===== config.mk =====
export PLATFORM = sky130hd
export DESIGN_NAME = btn_press_driver_flat
export DESIGN_NICKNAME = d
export VERILOG_FILES = /design/src/rtl/btn_press_driver_if.sv /design/src/rtl/btn_press_driver.sv /design/src/flat_wrapper.sv
export SDC_FILE = /design/constraint.sdc
export NUM_CORES = 1
export LEC_CHECK = 0
export ABC_AREA = 1
export BUFFER_PORTS_ARGS = -buffer_cell sky130_fd_sc_hd__buf_2
export CELL_PAD_IN_SITES_DETAIL_PLACEMENT = 0
export CELL_PAD_IN_SITES_GLOBAL_PLACEMENT = 1
export CORE_AREA = 2 2 55 57
export DETAILED_ROUTE_END_ITERATION = 16
export DIE_AREA = 0 0 57 59
export MAX_ROUTING_LAYER = met4
export PLACE_DENSITY_LB_ADDON = 0.1
export RECOVER_POWER = 25
export SLEW_MARGIN = 20
export SYNTH_ARGS = -nofsm -noshare
export SYNTH_HDL_FRONTEND = slang
export SYNTH_SLANG_ARGS = --single-unit

===== constraint.sdc =====
create_clock -name clk_i -period 2.4 [get_ports clk_i]
set_input_delay 0.48 -clock clk_i [delete_from_list [all_inputs] [get_ports clk_i]]
set_output_delay 0.48 -clock clk_i [all_outputs]
set_load 0.03 [all_outputs]

===== src/rtl/btn_press_driver_if.sv =====
// Host command handshake plus the synthesized button line and status pulses.
// Commands transfer on cmd_valid & cmd_ready; no backpressure on the status outputs.
interface btn_press_driver_if;
    logic       cmd_valid;
    logic [1:0] cmd_color;
    logic       cmd_ready;
    logic       btn;
    logic [1:0] cur_color;
    logic       done;
    logic       err;

    modport master (
        output cmd_valid, cmd_color,
        input  cmd_ready, btn, cur_color, done, err
    );

    modport slave (
        input  cmd_valid, cmd_color,
        output cmd_ready, btn, cur_color, done, err
    );
endinterface


===== src/rtl/btn_press_driver.sv =====
// Steps an R->G->B colour cycler to a target colour with the fewest debounced presses.
// n presses take n*(HOLD+GAP) cycles before done; cmd_ready is high only while idle.
module btn_press_driver #(
    parameter int HOLD_TICKS = 1000,
    parameter int GAP_TICKS  = 1000
) (
    input  logic               clk_i,
    input  logic               rst_i,
    btn_press_driver_if.slave  bus
);
    localparam int MAX_TICKS = (HOLD_TICKS > GAP_TICKS) ? HOLD_TICKS : GAP_TICKS;
    localparam int TW        = $clog2(MAX_TICKS + 1);

    typedef enum logic [1:0] {IDLE, PRESS, GAP} state_t;

    state_t        state_q, state_d;
    logic [TW-1:0] tick_q, tick_d;
    logic [1:0]    rem_q, rem_d;
    logic [1:0]    color_q, color_d;
    logic          btn_q, btn_d;
    logic          done_q, done_d;
    logic          err_q, err_d;

    logic [2:0]    diff;
    logic [1:0]    n_presses;
    logic [1:0]    color_next;
    logic          hold_last;
    logic          gap_last;

    // Forward distance around the three-colour ring, always 0..2.
    always_comb begin
        diff      = {1'b0, bus.cmd_color} + 3'd3 - {1'b0, color_q};
        n_presses = (diff >= 3'd3) ? 2'(diff - 3'd3) : diff[1:0];
    end

    assign color_next = (color_q == 2'd2) ? 2'd0 : color_q + 2'd1;
    assign hold_last  = (tick_q == TW'(HOLD_TICKS - 1));
    assign gap_last   = (tick_q == TW'(GAP_TICKS - 1));

    always_comb begin
        state_d = state_q;
        tick_d  = tick_q;
        rem_d   = rem_q;
        color_d = color_q;
        done_d  = 1'b0;
        err_d   = 1'b0;
        case (state_q)
            IDLE: begin
                tick_d = '0;
                if (bus.cmd_valid) begin
                    if (bus.cmd_color == 2'd3) begin
                        err_d = 1'b1;
                    end else if (n_presses == 2'd0) begin
                        done_d = 1'b1;
                    end else begin
                        rem_d   = n_presses;
                        state_d = PRESS;
                    end
                end
            end
            PRESS: begin
                if (hold_last) begin
                    tick_d  = '0;
                    color_d = color_next;
                    rem_d   = rem_q - 2'd1;
                    state_d = GAP;
                end else begin
                    tick_d = tick_q + TW'(1);
                end
            end
            GAP: begin
                if (gap_last) begin
                    tick_d = '0;
                    if (rem_q != 2'd0) begin
                        state_d = PRESS;
                    end else begin
                        state_d = IDLE;
                        done_d  = 1'b1;
                    end
                end else begin
                    tick_d = tick_q + TW'(1);
                end
            end
            default: begin
                state_d = IDLE;
                tick_d  = '0;
            end
        endcase
        btn_d = (state_d == PRESS);
    end

    always_ff @(posedge clk_i) begin
        if (rst_i) begin
            state_q <= IDLE;
            tick_q  <= '0;
            rem_q   <= '0;
            color_q <= '0;
            btn_q   <= 1'b0;
            done_q  <= 1'b0;
            err_q   <= 1'b0;
        end else begin
            state_q <= state_d;
            tick_q  <= tick_d;
            rem_q   <= rem_d;
            color_q <= color_d;
            btn_q   <= btn_d;
            done_q  <= done_d;
            err_q   <= err_d;
        end
    end

    assign bus.cmd_ready = (state_q == IDLE);
    assign bus.btn       = btn_q;
    assign bus.cur_color = color_q;
    assign bus.done      = done_q;
    assign bus.err       = err_q;
endmodule


===== src/flat_wrapper.sv =====
// flat-port wrapper written by rule: the top's interface ports become plain ports
module btn_press_driver_flat 
#(
    parameter int HOLD_TICKS = 1000,
    parameter int GAP_TICKS  = 1000
)
  (clk_i, rst_i, bus_cmd_valid, bus_cmd_color, bus_cmd_ready, bus_btn, bus_cur_color, bus_done, bus_err);
  btn_press_driver_if bus_i ();
  input  logic clk_i;
  input  logic rst_i;
  input wire logic [$bits(bus_i.cmd_valid)-1:0] bus_cmd_valid;
  input wire logic [$bits(bus_i.cmd_color)-1:0] bus_cmd_color;
  output wire logic [$bits(bus_i.cmd_ready)-1:0] bus_cmd_ready;
  output wire logic [$bits(bus_i.btn)-1:0] bus_btn;
  output wire logic [$bits(bus_i.cur_color)-1:0] bus_cur_color;
  output wire logic [$bits(bus_i.done)-1:0] bus_done;
  output wire logic [$bits(bus_i.err)-1:0] bus_err;
  assign bus_i.cmd_valid = bus_cmd_valid;
  assign bus_i.cmd_color = bus_cmd_color;
  assign bus_cmd_ready = bus_i.cmd_ready;
  assign bus_btn = bus_i.btn;
  assign bus_cur_color = bus_i.cur_color;
  assign bus_done = bus_i.done;
  assign bus_err = bus_i.err;
  btn_press_driver #(.HOLD_TICKS(HOLD_TICKS), .GAP_TICKS(GAP_TICKS)) u_core (.clk_i(clk_i), .rst_i(rst_i), .bus(bus_i));
endmodule

==> summary.json <==
{
  "clocking": {
    "numCtsBuffers": 3,
    "clock_latency_ps": 310,
    "cts_sinks": 19,
    "cts_max_level": 1,
    "cts_post_setup_buffers_inserted": 0,
    "clock_tree.buffer_depth": 2,
    "ctsResizeCount": 0,
    "cts_tree": "yes",
    "cts.hold.buffers_added": 0,
    "clk_root_buffer_cell": "sky130_fd_sc_hd__clkbuf_4",
    "clk_pin_slew_worst_paths_ps": 120
  },
  "die": {
    "fp.dieArea_mm2": 0.00336,
    "die_width_um": 57,
    "core.rowCount": 19,
    "chipHeight_um": 59,
    "core-area_mm2": 0.00271,
    "ios": 11,
    "start_util_pct": 39.0
  },
  "status": {
    "outcome": "complete, no violations"
  },
  "pwr": {
    "p_leak_nw": 0.507,
    "worst_ir_drop_vdd_v": 0.000308,
    "power_density_mw_per_mm2": 537
  },
  "drt": {
    "drt_pre_antenna_iters": 4,
    "drcViolationCount": 0,
    "finalWirelength_mm": 1.92,
    "dr_total_vias": 869,
    "ant_nets": 0,
    "drt_iter0_markers": 19,
    "drt-wirelength-per-cell_um": 10.3,
    "via_per_inst": 4.65
  },
  "critical_path": {
    "worstSetupPathType": "reg -> reg",
    "critical_path.max_fanout": 4,
    "cpMostUsedCell": "sky130_fd_sc_hd__nand2_1",
    "required_time_of_the_critical_path_ps": 2600,
    "critPathSlowestCell": "sky130_fd_sc_hd__fa_1",
    "worst_ep_arrival_time_ps": 2410,
    "worst_setup_path_start_kind": "flop",
    "crit_path_cell_trace": "inv_1 > ha_1 > fa_1 > ha_2 > nor2_2 > nand2_1 > nand2_1 > nand2_1 > nand2_2 > nand2_1 > nand2_1 > nand2_2 > nor2_1 > nor2_1",
    "timing.critical_path.slowest_cell_delay_ps": 500,
    "setup.worst_path.end_class": "flop",
    "critical-path-top-delay-family": "adder cells",
    "critical_path.n_buffers_inverters": 1
  },
  "synth": {
    "synth_largest_area_cell": "sky130_fd_sc_hd__dfxtp_1",
    "synth_nets": 156,
    "ys_types": 24,
    "syn-cell-area_mm2": 0.00106,
    "synth.top_cells.by_area": "sky130_fd_sc_hd__dfxtp_1 (36%), sky130_fd_sc_hd__nand2_1 (13%), sky130_fd_sc_hd__ha_1 (9.5%)",
    "yosysWarnings": 0,
    "post_synth_inst_count": 142,
    "yosys.area.top_type_share_pct": 36.0,
    "synth_sequential_area_ratio_pct": 36.0,
    "synth-seq-cells": 19,
    "post_synthesis_area_per_instance_um2": 7.44
  },
  "timing": {
    "tightest_slew_margin_relative_to_the_limit_pct": 75.6,
    "setup_viol": 0,
    "layout_worst_path_cycle_share_pct": 92.0,
    "clock.fmax_mhz": 453,
    "tightestPinTransition_ps": 368,
    "report.final.slew_viol_count": 0,
    "post_route_clock_skew_ps": 15.9,
    "final.setup.worst_slack_ps": 191,
    "hold_viol_final": 0,
    "aggregate_negative_setup_slack_ps": 0,
    "final_period_minus_worst_setup_slack_ps": 2210
  },
  "global_route": {
    "number_of_global_route_vias_before_repair": 833,
    "globalRouteTotalUtil_pct": 14.4,
    "overflow": 0,
    "antenna_found_initial": 0,
    "grt_pass1_wl_mm": 3.60,
    "grt_max_degree": 12
  },
  "cells_and_area": {
    "areaGrowthSynthToFinish_pct": 11.8,
    "layout-drive-gt1-share_pct": 17.9,
    "final_net_count": 171,
    "num_antenna_cells": 0
  },
  "place": {
    "pre_cts_slack_ps": 6.52,
    "port_buffer_count": 10,
    "gpl_congestion": 0.778,
    "hpwl_mm": 1.51
  },
  "min_path": {
    "holdCritPathClass": "in -> reg"
  },
  "flow_run": {
    "max_cap_violations": 0
  }
}
==> metrics by stage <==
step | util, % | std cells | cell area (um2) | hold WS (ps) | total power, mW
2_1_floorplan | - | 142 | 1060 | 430 | 0.437
3_3_place_gp | 42.2 | 183 | 1140 | 444 | 0.468
3_5_place_dp | 42.2 | 183 | 1140 | 449 | 0.469
4_1_cts | 43.3 | 187 | 1170 | 416 | 0.640
5_1_grt | 43.6 | 187 | 1180 | 406 | 0.685
6_report | 43.6 | 187 | 1180 | 421 | 0.634
==> cell type report <==
type                       count  area [um2]
clock buffer                   3        22.5
clock inverter                 1        5.00
fill                         291        1530
inverter                      22        82.6
multi-input combinational    101         606
sequential                    19         382
tap                           31        38.8
timing repair buffer          10        45.0
==> synth_stat cells <==
master,instances
sky130_fd_sc_hd__o21bai_1,1
sky130_fd_sc_hd__nand3_1,5
sky130_fd_sc_hd__nor2_4,2
sky130_fd_sc_hd__nor2_1,14
sky130_fd_sc_hd__a211oi_1,2
sky130_fd_sc_hd__nand2_1,37
sky130_fd_sc_hd__nand4_4,1
sky130_fd_sc_hd__ha_1,8
sky130_fd_sc_hd__inv_2,3
sky130_fd_sc_hd__o21ai_0,2
sky130_fd_sc_hd__fa_1,1
sky130_fd_sc_hd__or2_0,1
sky130_fd_sc_hd__nor2_2,2
sky130_fd_sc_hd__inv_1,19
sky130_fd_sc_hd__nand4_1,3
sky130_fd_sc_hd__dfxtp_1,19
sky130_fd_sc_hd__nor3b_1,2
sky130_fd_sc_hd__nor4_1,1
sky130_fd_sc_hd__nand3_2,2
sky130_fd_sc_hd__a21oi_1,9
sky130_fd_sc_hd__xnor2_1,1
sky130_fd_sc_hd__nor3_2,2
sky130_fd_sc_hd__nor3_1,3
sky130_fd_sc_hd__and2_1,2
==> state kept, by name (all words and copies together) (netlist names) <==
register and flops:
u_core.bus.cur_color 2, u_core.state_q 2, u_core.bus.btn 1, u_core.tick_q 10
u_core.bus.err 1, u_core.bus.done 1, u_core.rem_q 2
==> layout by cell type, fill, tap and decap left out, types with 3 or more instances in the layout <==
cell,Yosys,final
sky130_fd_sc_hd__inv_2,3,3
sky130_fd_sc_hd__nand3_1,5,5
sky130_fd_sc_hd__a21oi_1,9,9
sky130_fd_sc_hd__nand4_1,3,3
sky130_fd_sc_hd__clkbuf_1,0,4
sky130_fd_sc_hd__dfxtp_1,19,18
sky130_fd_sc_hd__nor2_1,14,13
sky130_fd_sc_hd__ha_1,8,7
sky130_fd_sc_hd__nor3_1,3,3
sky130_fd_sc_hd__nand2_1,37,34
sky130_fd_sc_hd__nand2_2,0,3
sky130_fd_sc_hd__nor2_2,2,3
sky130_fd_sc_hd__clkbuf_4,0,3
sky130_fd_sc_hd__buf_2,0,6
sky130_fd_sc_hd__inv_1,19,19
==> path summary, 6_finish.rpt <==
check                                from                       to  slack, ps  cells after the start
hold / removal                      rst_i  u_core.bus.cur_color[1]        420                      2
setup reg to reg  u_core.bus.cur_color[0]          u_core.rem_q[1]        190                     14
setup / recovery  u_core.bus.cur_color[0]          u_core.rem_q[1]        190                     14
hold reg to reg          u_core.tick_q[0]         u_core.tick_q[0]        480                      1
==> kinds of logic (layout without fill, tap and decap cells) <==
| kind of cell | Yosys count | count (layout) | synth area share (%) |
|---|---|---|---|
| adder cells (fa/ha/maj) | 9 | 9 | 11.4 |
| AND/OR/NAND/NOR | 77 | 77 | 36.6 |
| flip-flops | 19 | 19 | 36.0 |
| XOR/XNOR | 1 | 1 | 0.830 |
| AO/OA/AOI/OAI | 14 | 14 | 7.35 |
| buffers and inverters | 22 | 36 | 7.82 |
==> where the power goes <==
part | leakage (nW) | switching, mW | internal (mW)
Combinational | 0.334 | 0.0855 | 0.0440
Clock | 0.0177 | 0.107 | 0.0622
Sequential | 0.155 | 0.00576 | 0.330
Total | 0.507 | 0.198 | 0.436
==> routing by layer <==
layer / track usage (%) / routed length [um] / up-vias
met3: 3.28 / 71 / 5
met4: 6.98 / 38 / 0
met1: 18.5 / 1030 / 370
li1: - / - / 482
met5: - / 0 / -
met2: 21.7 / 777 / 12
(Power assumes the default switching activity.)
